## config.mk

```make
export PLATFORM = sky130hd
export DESIGN_NAME = ccm_ctr_sched
export DESIGN_NICKNAME = d
export VERILOG_FILES = /design/src/rtl/ccm_ctr_sched_pkg.sv /design/src/rtl/ccm_ctr_sched_rr_arb2.sv /design/src/rtl/ccm_ctr_sched.sv
export SDC_FILE = /design/constraint.sdc
export NUM_CORES = 1
export LEC_CHECK = 0
export CAP_MARGIN = 20
export CORE_MARGIN = 2
export CORE_UTILIZATION = 40
export CTS_BUF_LIST = sky130_fd_sc_hd__clkbuf_2
export DETAILED_ROUTE_END_ITERATION = 8
export GPL_TIMING_DRIVEN = 0
export PLACE_DENSITY = 0.66
export SYNTH_ARGS = -nofsm -noshare
export SYNTH_HDL_FRONTEND = slang
export SYNTH_SLANG_ARGS = --single-unit
```

## constraint.sdc

```tcl
create_clock -name clk -period 7.62 [get_ports clk]
set_input_delay 0.762 -clock clk [delete_from_list [all_inputs] [get_ports clk]]
set_output_delay 0.762 -clock clk [all_outputs]
set_load 0.01 [all_outputs]
```

## src/rtl/ccm_ctr_sched_pkg.sv

```systemverilog
// Shared definitions for the CCM counter-block scheduler: scheduler states
// and default widths/limits used by the top level and its arbiter.
package ccm_ctr_sched_pkg;

  localparam int WIDTH_COUNT_DEF     = 20;
  localparam int MAX_OUTSTANDING_DEF = 4;
  localparam int WIDTH_OUT_DEF       = 3;

  typedef enum logic [2:0] {
    ST_IDLE  = 3'd0,
    ST_LOAD  = 3'd1,
    ST_RUN   = 3'd2,
    ST_DRAIN = 3'd3,
    ST_DONE  = 3'd4
  } sched_state_e;

endpackage

```

## src/rtl/ccm_ctr_sched_rr_arb2.sv

```systemverilog
// Two-request round-robin arbiter. ptr names the stream granted last, so on
// a tie the other stream wins. Grants are only produced while advance is high.
module ccm_rr_arb2 (
  input  logic [1:0] req,
  input  logic       ptr,
  input  logic       advance,
  output logic [1:0] gnt
);

  // Pick at most one requester, preferring the one not served last.
  always_comb begin
    gnt = 2'b00;
    if (advance) begin
      if (req == 2'b11) begin
        gnt = ptr ? 2'b01 : 2'b10;
      end else begin
        gnt = req;
      end
    end
  end

endmodule

```

## src/rtl/ccm_ctr_sched.sv

```systemverilog
// Frame-level scheduler for the shared CCM counter-block generator. Loads
// per-stream block budgets, kills the generator at frame load, then issues
// blocks round-robin between two streams under an outstanding-credit limit.
module ccm_ctr_sched
  import ccm_ctr_sched_pkg::*;
#(
  parameter int WIDTH_COUNT     = WIDTH_COUNT_DEF,
  parameter int MAX_OUTSTANDING = MAX_OUTSTANDING_DEF,
  parameter int WIDTH_OUT       = WIDTH_OUT_DEF
) (
  input  logic                   clk,
  input  logic                   kill_n,
  input  logic                   frame_start,
  input  logic                   frame_abort,
  input  logic [WIDTH_COUNT-1:0] len0,
  input  logic [WIDTH_COUNT-1:0] len1,
  input  logic                   hold0,
  input  logic                   hold1,
  input  logic                   aes_ret,
  output logic                   ctr_kill,
  output logic                   ctr_ready,
  output logic                   ctr_stream_idx,
  output logic                   busy,
  output logic                   frame_done,
  output logic                   frame_aborted,
  output logic                   err_start,
  output logic                   err_ret
);

  localparam logic [WIDTH_OUT-1:0]   MaxOut   = WIDTH_OUT'(MAX_OUTSTANDING);
  localparam logic [WIDTH_OUT-1:0]   OneOut   = WIDTH_OUT'(1);
  localparam logic [WIDTH_COUNT-1:0] OneCount = WIDTH_COUNT'(1);

  sched_state_e           state_q;
  logic [WIDTH_COUNT-1:0] rem0_q, rem0_d;
  logic [WIDTH_COUNT-1:0] rem1_q, rem1_d;
  logic [WIDTH_OUT-1:0]   out_q, out_d;
  logic                   ptr_q, ptr_d;
  logic                   err_ret_q, err_ret_d;

  logic       kill_q, ready_q, idx_q, busy_q, done_q, aborted_q, err_start_q;
  logic       credit_ok, advance, issue, start_ok, abort_run, ret_ok, ret_bad;
  logic [1:0] req, gnt;

  // Request qualification: a stream may be served only with budget left,
  // its consumer not stalled, and a credit free on the registered count.
  always_comb begin
    credit_ok = (out_q < MaxOut);
    start_ok  = (state_q == ST_IDLE) && frame_start;
    abort_run = (state_q == ST_RUN) && frame_abort;
    advance   = (state_q == ST_RUN) && !frame_abort;
    req[0]    = (rem0_q != '0) && !hold0 && credit_ok;
    req[1]    = (rem1_q != '0) && !hold1 && credit_ok;
  end

  ccm_rr_arb2 u_arb (
    .req     (req),
    .ptr     (ptr_q),
    .advance (advance),
    .gnt     (gnt)
  );

  // Next-state for budgets, credit count, round-robin pointer and the
  // sticky return error. A return with nothing outstanding is dropped.
  always_comb begin
    issue   = |gnt;
    ret_ok  = aes_ret && (out_q != '0);
    ret_bad = aes_ret && (out_q == '0);

    rem0_d = rem0_q;
    rem1_d = rem1_q;
    if (start_ok) begin
      rem0_d = len0;
      rem1_d = len1;
    end else if (abort_run) begin
      rem0_d = '0;
      rem1_d = '0;
    end else begin
      if (gnt[0]) rem0_d = rem0_q - OneCount;
      if (gnt[1]) rem1_d = rem1_q - OneCount;
    end

    out_d = out_q;
    if (issue && !ret_ok) begin
      out_d = out_q + OneOut;
    end else if (!issue && ret_ok) begin
      out_d = out_q - OneOut;
    end

    ptr_d     = issue ? gnt[1] : ptr_q;
    err_ret_d = (err_ret_q && !start_ok) || ret_bad;
  end

  // Datapath registers; pointer resets to stream 1 so stream 0 wins first.
  always_ff @(posedge clk or negedge kill_n) begin
    if (!kill_n) begin
      rem0_q    <= '0;
      rem1_q    <= '0;
      out_q     <= '0;
      ptr_q     <= 1'b1;
      err_ret_q <= 1'b0;
    end else begin
      rem0_q    <= rem0_d;
      rem1_q    <= rem1_d;
      out_q     <= out_d;
      ptr_q     <= ptr_d;
      err_ret_q <= err_ret_d;
    end
  end

  // Frame FSM with registered outputs; busy reflects the state being entered.
  always_ff @(posedge clk or negedge kill_n) begin
    if (!kill_n) begin
      state_q     <= ST_IDLE;
      kill_q      <= 1'b0;
      ready_q     <= 1'b0;
      idx_q       <= 1'b0;
      busy_q      <= 1'b0;
      done_q      <= 1'b0;
      aborted_q   <= 1'b0;
      err_start_q <= 1'b0;
    end else begin
      kill_q      <= 1'b0;
      ready_q     <= issue;
      idx_q       <= gnt[1];
      done_q      <= 1'b0;
      err_start_q <= frame_start && (state_q != ST_IDLE);
      case (state_q)
        ST_IDLE: begin
          busy_q <= frame_start;
          if (frame_start) begin
            state_q   <= ST_LOAD;
            kill_q    <= 1'b1;
            aborted_q <= 1'b0;
          end
        end
        ST_LOAD: begin
          busy_q  <= 1'b1;
          state_q <= ST_RUN;
        end
        ST_RUN: begin
          busy_q <= 1'b1;
          if (frame_abort) begin
            aborted_q <= 1'b1;
            state_q   <= ST_DRAIN;
          end else if ((rem0_q == '0) && (rem1_q == '0)) begin
            state_q <= ST_DRAIN;
          end
        end
        ST_DRAIN: begin
          busy_q <= 1'b1;
          if (out_q == '0) begin
            state_q <= ST_DONE;
            done_q  <= 1'b1;
          end
        end
        ST_DONE: begin
          busy_q  <= 1'b0;
          state_q <= ST_IDLE;
        end
        default: begin
          busy_q  <= 1'b0;
          state_q <= ST_IDLE;
        end
      endcase
    end
  end

  assign ctr_kill       = kill_q;
  assign ctr_ready      = ready_q;
  assign ctr_stream_idx = idx_q;
  assign busy           = busy_q;
  assign frame_done     = done_q;
  assign frame_aborted  = aborted_q;
  assign err_start      = err_start_q;
  assign err_ret        = err_ret_q;

endmodule

```

==> results of run 1 <==
[final timing paths]
kind                         endpoint  depth (start not counted)
min                        state_q[0]                          1
max in group asynchronous  rem0_q[13]                          2
max reg2reg                  out_q[1]                         10
min reg2reg                   err_ret                          2
min in group clk              err_ret                          2
max                          out_q[1]                         10
[logic make-up (layout without fill, tap and decap cells)]
group / after synthesis / count (layout) / synth area share (%)
compound gates: 122 / 122 / 23.91
xor+xnor: 3 / 3 / 0.7074
fa+ha+maj: 4 / 4 / 1.549
buf+inv: 43 / 106 / 4.850
flops: 55 / 55 / 37.08
mux: 5 / 5 / 1.415
simple gates: 216 / 216 / 30.48
[metrics by stage]
stage | setup slack [ns] | utilization [%] | area, um2 | hold WS, ns
global route | 3.184 | 49.40 | 4499 | 0.2604
detailed placement | 3.316 | 48.41 | 4409 | 0.5086
floorplan | 4.395 | - | 3715 | 0.4664
finish | 3.478 | 49.40 | 4499 | 0.2458
global placement | 3.322 | 48.24 | 4394 | 0.4945
CTS | 3.590 | 49.40 | 4499 | 0.2470
[critical path, delay by kind of cell (launching register included)]
kind | cells | cell delay, ns
AOI/OAI and AO/OA | 2 | 1.12
adders and majority gates | 3 | 0.93
buffers and inverters | 2 | 0.18
DFF | 1 | 0.46
muxes | 1 | 0.27
and+or+nand+nor | 2 | 1.09
[Yosys cell counts, types with 5 or more instances]
cell type / count / area share [%]
nor4_1: 14 / 2.4
or3_1: 9 / 1.5
inv_1: 13 / 1.3
o221a_2: 5 / 1.5
nor3b_1: 10 / 2.0
a211oi_1: 11 / 2.2
clkbuf_1: 24 / 2.4
nand4_1: 13 / 2.2
dfrtp_1: 54 / 36
o21ai_0: 17 / 2.3
or4_1: 7 / 1.4
a221oi_1: 8 / 1.9
nand2_1: 59 / 6.0
and3_1: 9 / 1.5
nor3_1: 24 / 3.2
a21oi_1: 33 / 4.4
nand3_1: 17 / 2.3
nor2_1: 34 / 3.4
o211a_1: 12 / 3.2
o311a_1: 9 / 2.4
a22oi_1: 6 / 1.2
[metal layers]
| metal | part of all wire (%) | routed length, um |
|---|---|---|
| met3 | 6.5 | 739 |
| met1 | 46 | 5230 |
| met5 | 0 | 0 |
| met4 | 1.7 | 193 |
| met2 | 46 | 5202 |
[power breakdown]
| part | internal (uW) | switching, uW | total (uW) |
|---|---|---|---|
| Sequential | 418 | 149 | 567 |
| Clock | 89.4 | 99.9 | 189 |
| Combinational | 544 | 789 | 1330 |
| Total | 1050 | 1040 | 2090 |
[layout make-up]
type                            count  area [um2]
Fill cell                         890        4609
Multi-Input combinational cell    350        2157
Sequential cell                    55        1378
Timing Repair Buffer               55       555.5
Tap cell                          111       138.9
Buffer                             29       127.6
Clock inverter                      2       60.06
Inverter                           14       52.55
Clock buffer                        6       30.03
[flip-flops by register name, summed over array words and instances (netlist names), 3 cells and up]
| signal | flops |
|---|---|
| out_q | 3 |
| rem0_q | 20 |
| rem1_q | 20 |
| state_q | 3 |
[cells in the final DEF (no fill, tap or decap), types with 3 or more instances in the layout]
cell type	count
nor3_1	24
nand4_1	13
o311a_1	9
o221a_2	5
o21ai_0	17
nand3_1	17
nor4_1	14
or3_1	9
clkdlybuf4s50_1	53
dfrtp_1	54
a21o_1	3
nor2_1	34
and3_1	9
inv_1	13
o211a_1	12
a22o_1	3
nor3b_1	10
clkbuf_2	6
a22oi_1	6
and2_1	3
ha_1	3
buf_2	4
a211oi_1	11
mux2i_1	3
nand2_1	59
or4_1	7
a21oi_1	33
a221oi_1	8
clkbuf_1	24
==> flow_summary.yaml, run 1 <==
outcome:
  outcome: "finished, final reports clean"
route:
  num_vias: 3852
  dr.pass1.iters: 5
  drt_iter0_drc: 384
  drc: 0
  wirelength_um: 11370
  drtAntennaViolNets: 0
  via_per_inst: 6.193
  wl_per_cell_um: 18.27
setup_path:
  crit_type: "flop to flop"
  cp_slowest_cell: "o21ai_1"
  end_kind: "flop"
  cp_cell_sequence: "inv_1, ha_1, nor3b_1, nand4_1, o21ai_1, o21ai_0, ha_1, inv_1, fa_1, mux2_2"
  crit_start: "rem0_q[0]"
  rrSetupSlack_ns: 3.48
  r2r_start: "rem0_q[0]"
  cp_max_fo: 10
  cp.arrival_ns: 4.53
  worst_setup_path_start_kind: "flop"
  cp_data_required_time_ns: 8.00
  critPathMaxStageDelay_ns: 0.79
yosys:
  syn_area_um2: 3715
  synth_nets: 499
  ys_warn_count: 0
  synth-edff-count: 0
  ys_seq_area_share_pct: 37.08
  ys_seq_elements: 55
  post_synth.cell_area_avg_um2: 8.292
  syn_inst: 448
  ys_types: 59
  synthFlopType: "dfrtp_1"
  async_flop_share_pct: 100.0
place:
  dp.cells: 614
  dp_hpwl_um: 8091
  place_congestion: 0.8690
  port-buffer-count: 54
sta:
  finalCritPeriodShare_pct: 54.36
  max-slew-margin-rel_pct: 41.39
  hold_viol: 0
  tns_ns: 0
  rsz0062_at_grt: "false"
  tightest_slew_ns: 0.8733
  max_freq_ghz: 0.2414
  setup_viol: 0
  min_period_ns: 4.142
  slew_viol_final: 0
  skew_ns: 0.03273
finish:
  layout-drive-gt1-share_pct: 6.654
  finalNonFillerCells: 622
  antenna_cells: 0
  syn_to_final_growth_pct: 21.12
  layout.nets: 561
global_routing:
  track_usage_pct: 23.08
  met2_usage_pct: 36.24
  antenna_found_initial: 0
  grt_pass1_vias: 3606
  grt_max_degree: 32
  use_met3_pct: 3.203
  grt_pass1_wl_um: 18320
  grtUsageMet1_pct: 33.06
  grt_overflow_total: 0
  busiest_layer: "met2"
clocking:
  cts-root-buf: "clkbuf_2"
  numClockSinks: 55
  clkTransAtPathRegs_ns: 0.31
  cts_setup_buffers: 0
  ctsHoldBuffers: 0
  ctsResizeCount: 0
  clkLatencyLatePin_ns: 0.48
  htree_levels: 2
  cts_made_buffers: 5
  clockBufferDepth: 2
  cts_tree: "built"
floorplan:
  start_util_pct: 40.78
  io-pin-count: 55
  core_um2: 9109
  die_h_um: 100.4
  dieArea_um2: 10070
  rows: 35
  die_w_um: 100.4
power_and_ir_drop:
  powerDensity_nw_per_um2: 464.3
  irDropWorstVdd_mv: 0.1515
  p_leak_uw: 0.001895
  total_power_uw: 2089
flow_run:
  cap_violations: 0
hold_path:
  hold_class: "input pin to async pin"
(Power assumes the default switching activity.)
==> inputs of run 2 (changes only) <==
--- a/config.mk
+++ b/config.mk
@@ -11,7 +11,7 @@
 export CTS_BUF_LIST = sky130_fd_sc_hd__clkbuf_2
 export DETAILED_ROUTE_END_ITERATION = 8
 export GPL_TIMING_DRIVEN = 0
-export PLACE_DENSITY = 0.66
+export PLACE_DENSITY = 0.68
 export SYNTH_ARGS = -nofsm -noshare
 export SYNTH_HDL_FRONTEND = slang
 export SYNTH_SLANG_ARGS = --single-unit
==> constraint.sdc (replaced) <==
create_clock -name clk -period 3.8 [get_ports clk]
set_input_delay 0.38 -clock clk [delete_from_list [all_inputs] [get_ports clk]]
set_output_delay 0.38 -clock clk [all_outputs]
set_load 0.01 [all_outputs]
==> run 2 against run 1 <==
  * Final area fell by 0.44%
  * Global-route usage rose by 0.067 points
  * Fmax rose by 13%
  * Power rose by 97%
  * Register-to-register slack got worse by 3.4 ns
  * Hold slack improved by 0.13 ns
  * Sequential share of layout area rose by 0.14 points
  * Clock skew fell by 0.0056 ns
  * Critical endpoint is now out_q[2]
==> flow_summary.yaml, run 2 (synthesis gave the netlist of run 1 again) <==
outcome:
  outcome: "finished, final reports clean"
finish:
  layout.nets: 562
  finalNonFillerCells: 623
  fill_cells: 901
  layout-drive-gt1-share_pct: 7.227
  antenna_cells: 0
  largestRegisters: "rem0_q x20, rem1_q x20"
  final_cell_mix: "59 x nand2_1, 54 x dfrtp_1, 53 x clkdlybuf4s50_1"
  layout_commonest_cell: "nand2_1"
  syn_to_final_growth_pct: 20.58
setup_path:
  r2r_start: "state_q[1]"
  rr_worst_depth: 11
  cp.arrival_ns: 4.10
  path_delay_family: "simple AND/OR/NAND/NOR gates"
  cp_slowest_cell: "or4b_2"
  cp-endpoint: "out_q[2]"
  end_kind: "flop"
  worst-path-stages: 11
  cp_cell_sequence: "clkbuf_1, or4b_2, nor3_1, o21ai_2, o21ai_0, ha_1, inv_1, fa_1, xor2_1, nor2_1, xor2_1"
  path_common_cell: "xor2_1"
  worst_setup_path_start_kind: "flop"
  cp_data_required_time_ns: 4.22
  critPathMaxStageDelay_ns: 0.66
  rrSetupSlack_ns: 0.12
  cp_max_fo: 10
  crit_type: "flop to flop"
  crit_start: "state_q[1]"
  r2r-end: "out_q[2]"
  path_buf_inv: 2
route:
  num_vias: 3935
  wirelength_um: 11510
  drt_iter0_drc: 282
  dr.pass1.iters: 5
  drc: 0
  drtAntennaViolNets: 0
  wl_per_cell_um: 18.48
  via_per_inst: 6.316
power_and_ir_drop:
  switchingPower_uw: 2128
  powerDensity_nw_per_um2: 918.3
  power.share.clock_pct: 6.1
  irDropWorstVdd_mv: 0.2428
  total_power_uw: 4113
  p_seq_share_pct: 27.9
  p_leak_uw: 0.001885
  power.internal_uw: 1986
  switching_share_pct: 51.73
  pwr-share-comb_pct: 66.1
global_routing:
  grt_overflow_total: 0
  grt_pass1_wl_um: 18660
  track_usage_pct: 23.15
  grt_max_degree: 34
  antenna_found_initial: 0
  grt_pass1_vias: 3674
floorplan:
  core_um2: 9109
  die_h_um: 100.4
  die_w_um: 100.4
  start_util_pct: 40.78
  rows: 35
  io-pin-count: 55
  dieArea_um2: 10070
sta:
  max_freq_ghz: 0.2719
  tightest_slew_ns: 0.8848
  skew_ns: 0.02711
  worst_slack_ns: 0.1224
  max-slew-margin-rel_pct: 40.47
  slew_viol_final: 0
  finalCritPeriodShare_pct: 96.78
  min_period_ns: 3.678
  setup_viol: 0
  rsz0062_at_grt: "false"
  hold_viol: 0
clocking:
  clkLatencyLatePin_ns: 0.49
  numClockSinks: 55
  clockBufferDepth: 2
  cts-root-buf: "clkbuf_2"
  cts_tree: "built"
  clkTransAtPathRegs_ns: 0.32
  cts_made_buffers: 5
  htree_levels: 2
hold_path:
  hold_class: "input pin to async pin"
place:
  place_congestion: 0.8600
  pre_cts_ws_ns: -0.1677
  dp.cells: 614
  dp_hpwl_um: 8139
  port-buffer-count: 54
flow_run:
  cap_violations: 0
run 2: cell type report:
cell class / instances / area [um2] / share of cell area [%]
multi-input combinational: 350 / 2177 / 48.60
sequential: 55 / 1378 / 30.75
timing repair buffer: 56 / 565.5 / 12.63
tap: 111 / 138.9 / 3.101
buffer: 29 / 127.6 / 2.849
inverter: 14 / 52.55 / 1.173
clock buffer: 5 / 25.02 / 0.5587
clock inverter: 3 / 15.01 / 0.3352
run 2: worst min path at each step:
stage               slack (ns)          to     from  cells past startpoint
detailed placement        0.42  rem0_q[15]   kill_n                      1
global placement          0.50       ptr_q    ptr_q                      2
floorplan                 0.08        busy   kill_n                      0
CTS                       0.40  rem1_q[18]   kill_n                      2
finish                    0.38  rem1_q[18]   kill_n                      2
global route              0.39   rem1_q[0]  len1[0]                      3
run 2: per-layer routing:
layer	track usage, %	wire (um)	vias to the layer above	part of all wire (%)
li1	-	-	1824	-
met1	32.15	4989	1911	43
met2	36.55	5410	174	47
met3	3.552	850	26	7.4
met4	8.535	263	0	2.3
met5	0	0	-	0
run 2: power by group through the flow:
stage | registers [uW] | clock network [uW] | logic, uW
after floorplan | 1080 | 0 | 1980
after global placement | 1130 | 0 | 2540
after detailed placement | 1140 | 0 | 2630
after CTS | 1130 | 255 | 2650
after global routing | 1190 | 277 | 2980
final | 1150 | 249 | 2720
run 2: worst reg2reg max path: stages (launching register included):
cell	delay [ns]
dfrtp_1	0.43
clkbuf_1	0.33
or4b_2	0.66
nor3_1	0.53
o21ai_2	0.32
o21ai_0	0.25
ha_1	0.25
inv_1	0.06
fa_1	0.37
xor2_1	0.15
nor2_1	0.12
xor2_1	0.15
run 2: stage by stage:
stage                     hold slack, ns  utilization, %  area [um2]  setup TNS, ns
after CTS                         0.3995           49.00        4463              0
final                             0.3798           49.18        4479              0
after global routing              0.3893           49.18        4479              0
after detailed placement          0.4202           48.41        4409        -0.3040
after floorplan                  0.08441               -        3715              0
after global placement            0.4966           48.24        4394        -0.1850
run 2: repair_timing:
item / in CTS / in global routing
setup buffers: 0 / 0
endpoints found under the hold margin: 22 / 0
setup endpoints to repair: 2 / 2
resized for setup: 1 / 3
hold buffers: 1 / 0
==> inputs of run 3 (changes only) <==
--- a/config.mk
+++ b/config.mk
@@ -7,11 +7,12 @@
 export LEC_CHECK = 0
 export CAP_MARGIN = 20
 export CORE_MARGIN = 2
-export CORE_UTILIZATION = 40
+export CORE_UTILIZATION = 25
 export CTS_BUF_LIST = sky130_fd_sc_hd__clkbuf_2
+export CTS_CLUSTER_DIAMETER = 200
 export DETAILED_ROUTE_END_ITERATION = 8
 export GPL_TIMING_DRIVEN = 0
-export PLACE_DENSITY = 0.68
+export PLACE_DENSITY = 0.48
 export SYNTH_ARGS = -nofsm -noshare
 export SYNTH_HDL_FRONTEND = slang
 export SYNTH_SLANG_ARGS = --single-unit
==> run 3 against run 2 <==
  * Setup slack gained 0.028 ns
  * Wire length grew 11%
  * Cell count grew 12%
  * Combinational power is essentially flat
  * Final area grew 2.3%
  * Fmax grew 0.76%
  * Global-route usage shrank 7.0 points
  * Clock skew shrank 0.0063 ns
  * Power grew 2.3%
  * Hold slack lost 0.035 ns
  * Critical path depth is the same
  * Via count shrank 2.4%
  * Critical endpoint is now out_q[1]
  * Highest routed layer unchanged
==> flow_summary.yaml, run 3 (synthesis gave the netlist of run 1 again) <==
outcome:
  outcome: "finished, final reports clean"
place:
  place_congestion: 0.8568
  pre_cts_ws_ns: -0.2624
  dp.cells: 686
  dpl-instance-area_um2: 4483
  port-buffer-count: 54
  dp_hpwl_um: 9038
sta:
  whs_ns: 0.3450
  max-slew-margin-rel_pct: 46.46
  finalCritPeriodShare_pct: 96.05
  worst_slack_ns: 0.1500
  tightest_slew_ns: 0.8002
  hold_viol: 0
  setup_viol: 0
  max_freq_ghz: 0.2740
  slew_viol_final: 0
  min_period_ns: 3.650
  skew_ns: 0.02080
  rsz0062_at_grt: "false"
hold_path:
  hp-start: "len1[0]"
  hold_class: "input pin to flop"
  holdPathStages: 3
  whs_endpoint: "rem1_q[0]"
floorplan:
  io-pin-count: 55
  rows: 44
  core_um2: 14530
  start_util_pct: 25.56
  dieArea_um2: 15850
  die_w_um: 125.9
  die_h_um: 125.9
setup_path:
  rr_worst_depth: 11
  end_kind: "flop"
  cp.arrival_ns: 4.09
  cp_max_fo: 10
  r2r_start: "rem1_q[0]"
  crit_start: "rem1_q[0]"
  crit_type: "flop to flop"
  r2r-end: "out_q[1]"
  worst_setup_path_start_kind: "flop"
  cp_data_required_time_ns: 4.24
  rrSetupSlack_ns: 0.15
global_routing:
  antenna_found_initial: 1
  met2_usage_pct: 25.62
  grt_pass1_wl_um: 20240
  track_usage_pct: 16.16
  busiest_layer: "met2"
  grt_max_degree: 56
  grtUsageMet1_pct: 21.73
  use_met3_pct: 3.271
  grt_overflow_total: 0
  grt_pass1_vias: 3818
finish:
  stdcell_area_um2: 4584
  syn_to_final_growth_pct: 23.41
  layout_commonest_cell: "nand2_1"
  layout.nets: 561
  fin_util_pct: 31.54
  final_cell_mix: "59 x nand2_1, 54 x dfrtp_1, 53 x clkdlybuf4s50_1"
  finalNonFillerCells: 696
  fill_cells: 1578
  largestRegisters: "rem0_q x20, rem1_q x20"
  layout-drive-gt1-share_pct: 7.045
power_and_ir_drop:
  p_seq_share_pct: 27.2
  power.share.clock_pct: 7.7
  power.internal_uw: 2050
  powerDensity_nw_per_um2: 918.0
  switchingPower_uw: 2158
  pwr-share-comb_pct: 65.1
  irDropWorstVdd_mv: 0.2841
  switching_share_pct: 51.28
  p_leak_uw: 0.001885
clocking:
  htree_levels: 2
  clockBufferDepth: 2
  cts-root-buf: "clkbuf_2"
  numClockSinks: 55
  cts_tree: "built"
  clkTransAtPathRegs_ns: 0.31
  clkLatencyLatePin_ns: 0.52
  cts_made_buffers: 5
route:
  drt_iter0_drc: 220
  wirelength_um: 12810
  drtAntennaViolNets: 0
  drc: 0
  dr.pass1.iters: 5
  num_vias: 3840
  via_per_inst: 5.517
  wl_per_cell_um: 18.40
flow_run:
  cap_violations: 0
[run 3: cell types whose count changed in the layout (fill, tap and decap cells not counted)]
cell	previous run	this run
clkinv_2	3	1
buf_12	1	0
buf_2	4	3
buf_4	0	1
bufinv_16	0	1
clkinv_1	0	1
diode_2	0	1
nor3_1	24	23
nor3_2	0	1
[run 3: cell type report]
| type | instances | area, um2 | share of cell area, % |
|---|---|---|---|
| Sequential cell | 55 | 1378 | 30.05 |
| Timing Repair Buffer | 55 | 548.0 | 11.95 |
| Antenna cell | 1 | 2.502 | 0.05459 |
| Buffer | 29 | 127.6 | 2.784 |
| Tap cell | 184 | 230.2 | 5.022 |
| Multi-Input combinational cell | 350 | 2182 | 47.60 |
| Clock buffer | 5 | 25.02 | 0.5459 |
| Clock inverter | 3 | 38.79 | 0.8461 |
| Inverter | 14 | 52.55 | 1.146 |
[run 3: per-layer routing]
metal  routed length, um  up-vias
met4                 183        0
met1                6007     1865
met3                 700       11
met5                   0        -
met2                5915      131
li1                    -     1833
[run 3: worst max path at each step]
stage | endpoint | depth (start not counted)
after detailed placement | out_q[2] | 11
after CTS | out_q[2] | 11
final | out_q[1] | 11
after global placement | out_q[2] | 11
after floorplan | out_q[1] | 10
after global routing | out_q[1] | 10
[run 3: critical path: stages (launching register included)]
cell and delay, ns:
dfrtp_1 0.48, inv_1 0.11, ha_1 0.20, or3b_1 0.47
or4_4 0.55, buf_6 0.15, nor2_4 0.30, o21ai_0 0.24
ha_1 0.30, inv_1 0.08, fa_1 0.41, mux2_2 0.27
[run 3: power by group through the flow]
stage                     registers [uW]  clock network (uW)  logic [uW]
after detailed placement            1150                   0        2670
after global routing                1190                 355        3060
final                               1140                 325        2740
after CTS                           1130                 338        2710
after floorplan                     1080                   0        1980
after global placement              1130                   0        2610
[run 3: what timing repair did]
item,4_1_cts,5_1_grt
setup endpoints to repair,2,2
gates resized for setup,3,2
hold buffers,1,0
buffers inserted,0,0
hold endpoints to repair,54,0
[run 3: stage by stage]
stage | setup TNS, ns | power, uW
after global placement | -0.5174 | 3742
after floorplan | 0 | 3057
after detailed placement | -0.5055 | 3818
final | 0 | 4208
after CTS | 0 | 4182
after global routing | 0 | 4602
==> RTL change, RTL diff (config.mk and constraints of run 2) <==
Set the package constant `WIDTH_OUT_DEF` to 6 (it was 3).
--- a/src/rtl/ccm_ctr_sched_pkg.sv
+++ b/src/rtl/ccm_ctr_sched_pkg.sv
@@ -4,7 +4,7 @@
 
   localparam int WIDTH_COUNT_DEF     = 20;
   localparam int MAX_OUTSTANDING_DEF = 4;
-  localparam int WIDTH_OUT_DEF       = 3;
+  localparam int WIDTH_OUT_DEF       = 6;
 
   typedef enum logic [2:0] {
     ST_IDLE  = 3'd0,
Behaviour: no difference found for any inputs over 10 cycles, from zero or initial values; that may be too few to reach the edited logic, so the function may still have changed.
==> RTL change against run 2 <==
Power down 32%; count of clock-buffer cells in the layout up 4; sequential cell count up 3; wire length up 10%; worst setup slack better by 0.031 ns; synthesized area up 7.5%; die area up 7.2%; cell area up 8.4%.
==> RTL change: results <==
[run_status]
outcome = finished clean

[setup_path]
critPathMaxStageDelay_ns = 0.51
r2r_cells = 15
crit_path_max_fanout = 7
cpMaxStageDelayCell = or4_1
arrival_ns = 4.10
rrSetupSlack_ns = 0.15
r2r_start = rem0_q[1]$_DFFE_PN0P_
r2r_end = out_q[5]$_DFFE_PN0P_

[layout]
reg_top3 = rem0_q (20), rem1_q (20), out_q (6)
fin_nets = 612
drive_gt1_share_pct = 7.65

[global_routing]
grt_usage_pct = 23.7
grt_pass1_wl_um = 20500
grt_pass1_vias = 4211
antenna_found_initial = 1
grt_start_max_net_pins = 59

[pwr]
power.clock.total_w = 0.000372
p_sw_w = 0.00129
leakage_nw = 2.01
pg_comb_w = 0.00150
ir_worst_vdd_mv = 0.211
p_total_w = 0.00278

[route]
drt_iter0_drc = 276
wl_met1_um = 5430
drtPass1Iterations = 6
wl_met2_um = 6030
drt_wl_total_um = 12700
via_per_inst = 6.14
met3_length_um = 890

[hold_path]
min_path_cells = 3
hold_path_class = input pin to flip-flop

[logic_synthesis]
async_flop_share_pct = 100
synth.net_count = 541
yosysSeqAreaShare_pct = 36.4
yosys.cell_types.count = 55
synthTopCellsByCount = dfrtp_1 (57), nand2_1 (57), nor2_1 (42)
synth_warnings = 0
yosys-top-cells-area = dfrtp_1 (36%), nand2_1 (5.4%), o21ai_0 (4.0%)

[clock_network]
cts_buffers = 9
cts-root-buf = clkbuf_2
clkTransAtPathRegs_ns = 0.21
worst_skew_pair.late_latency_ns = 0.51
cts.htree.levels = 3

[placement]
hpwl_um = 8700
place.gp.congestion = 0.861

[sta]
worst_pin_slew_ns = 1.09
skew_ns = 0.0274
==> RTL change: cell count changes in the layout (fill, tap and decap cells not counted), moves of 5 or more <==
cell      before  now
a211oi_1      11   18
clkbuf_2       5   10
buf_4          0    5
inv_1         13    8
o21ai_0       17   31
nor2_1        34   41
o221a_2        5    0
a21oi_1       33   23
nand3_1       17   24
==> RTL change: how the worst max path moves through the flow <==
stage / startpoint / end / depth (start not counted)
floorplan: rem0_q[0]$_DFFE_PN0P_ / out_q[5]$_DFFE_PN0P_ / 15
global placement: rem0_q[0]$_DFFE_PN0P_ / out_q[5]$_DFFE_PN0P_ / 15
detailed placement: rem0_q[0]$_DFFE_PN0P_ / out_q[5]$_DFFE_PN0P_ / 15
CTS: rem0_q[1]$_DFFE_PN0P_ / out_q[5]$_DFFE_PN0P_ / 15
global route: rem0_q[1]$_DFFE_PN0P_ / out_q[5]$_DFFE_PN0P_ / 15
finish: rem0_q[1]$_DFFE_PN0P_ / out_q[5]$_DFFE_PN0P_ / 15
==> RTL change: cell type report <==
class	instances	area [um^2]
Inverter	9	33.8
Tap cell	133	166
Clock inverter	7	53.8
Buffer	33	136
Fill cell	970	4870
Antenna cell	1	2.50
Clock buffer	9	45.0
Multi-Input combinational cell	386	2380
Timing Repair Buffer	60	583
Sequential cell	58	1450
==> RTL change: metal layers <==
metal  vias to the layer above  track usage (%)
met3                        36             4.32
li1                       1996                -
met1                      2058             29.8
met2                       182             39.3
met5                         -                0
met4                         0             11.4
==> RTL change: cells by family after synthesis <==
kind of cell	count (synthesis)	share of synthesized area, %
flops	58	36.4
compound gates	136	24.2
fa+ha+maj	8	2.69
mux	2	0.564
simple gates	235	30.8
buf+inv	42	4.26
xor+xnor	5	1.10
==> RTL change: metrics by stage <==
stage               cell area, um^2  std cells  util (%)  hold WS [ns]  worst slack [ns]
floorplan                      3990        486         -        0.0844             0.362
global placement               4700        673      48.3         0.472           -0.0185
detailed placement             4700        673      48.3         0.487            -0.119
CTS                            4810        690      49.4         0.400            0.0311
global route                   4860        696      49.9         0.418            0.0303
finish                         4860        696      49.9         0.411             0.153
==> RTL change: timing repair <==
action                     CTS  global route
pin swaps                    0             0
setup buffers                0             4
setup endpoints to repair    1             1
hold buffers                 1             0
hold endpoints to repair    57             0
gates resized for setup      2             4
==> RTL change: worst register-to-register path, delay by kind of cell, from the launching register on <==
family	cells	cell delay [ns]
simple gates	4	1.61
fa+ha+maj	3	0.56
compound gates	4	0.47
flops	1	0.45
buf+inv	3	0.37
xor+xnor	1	0.15
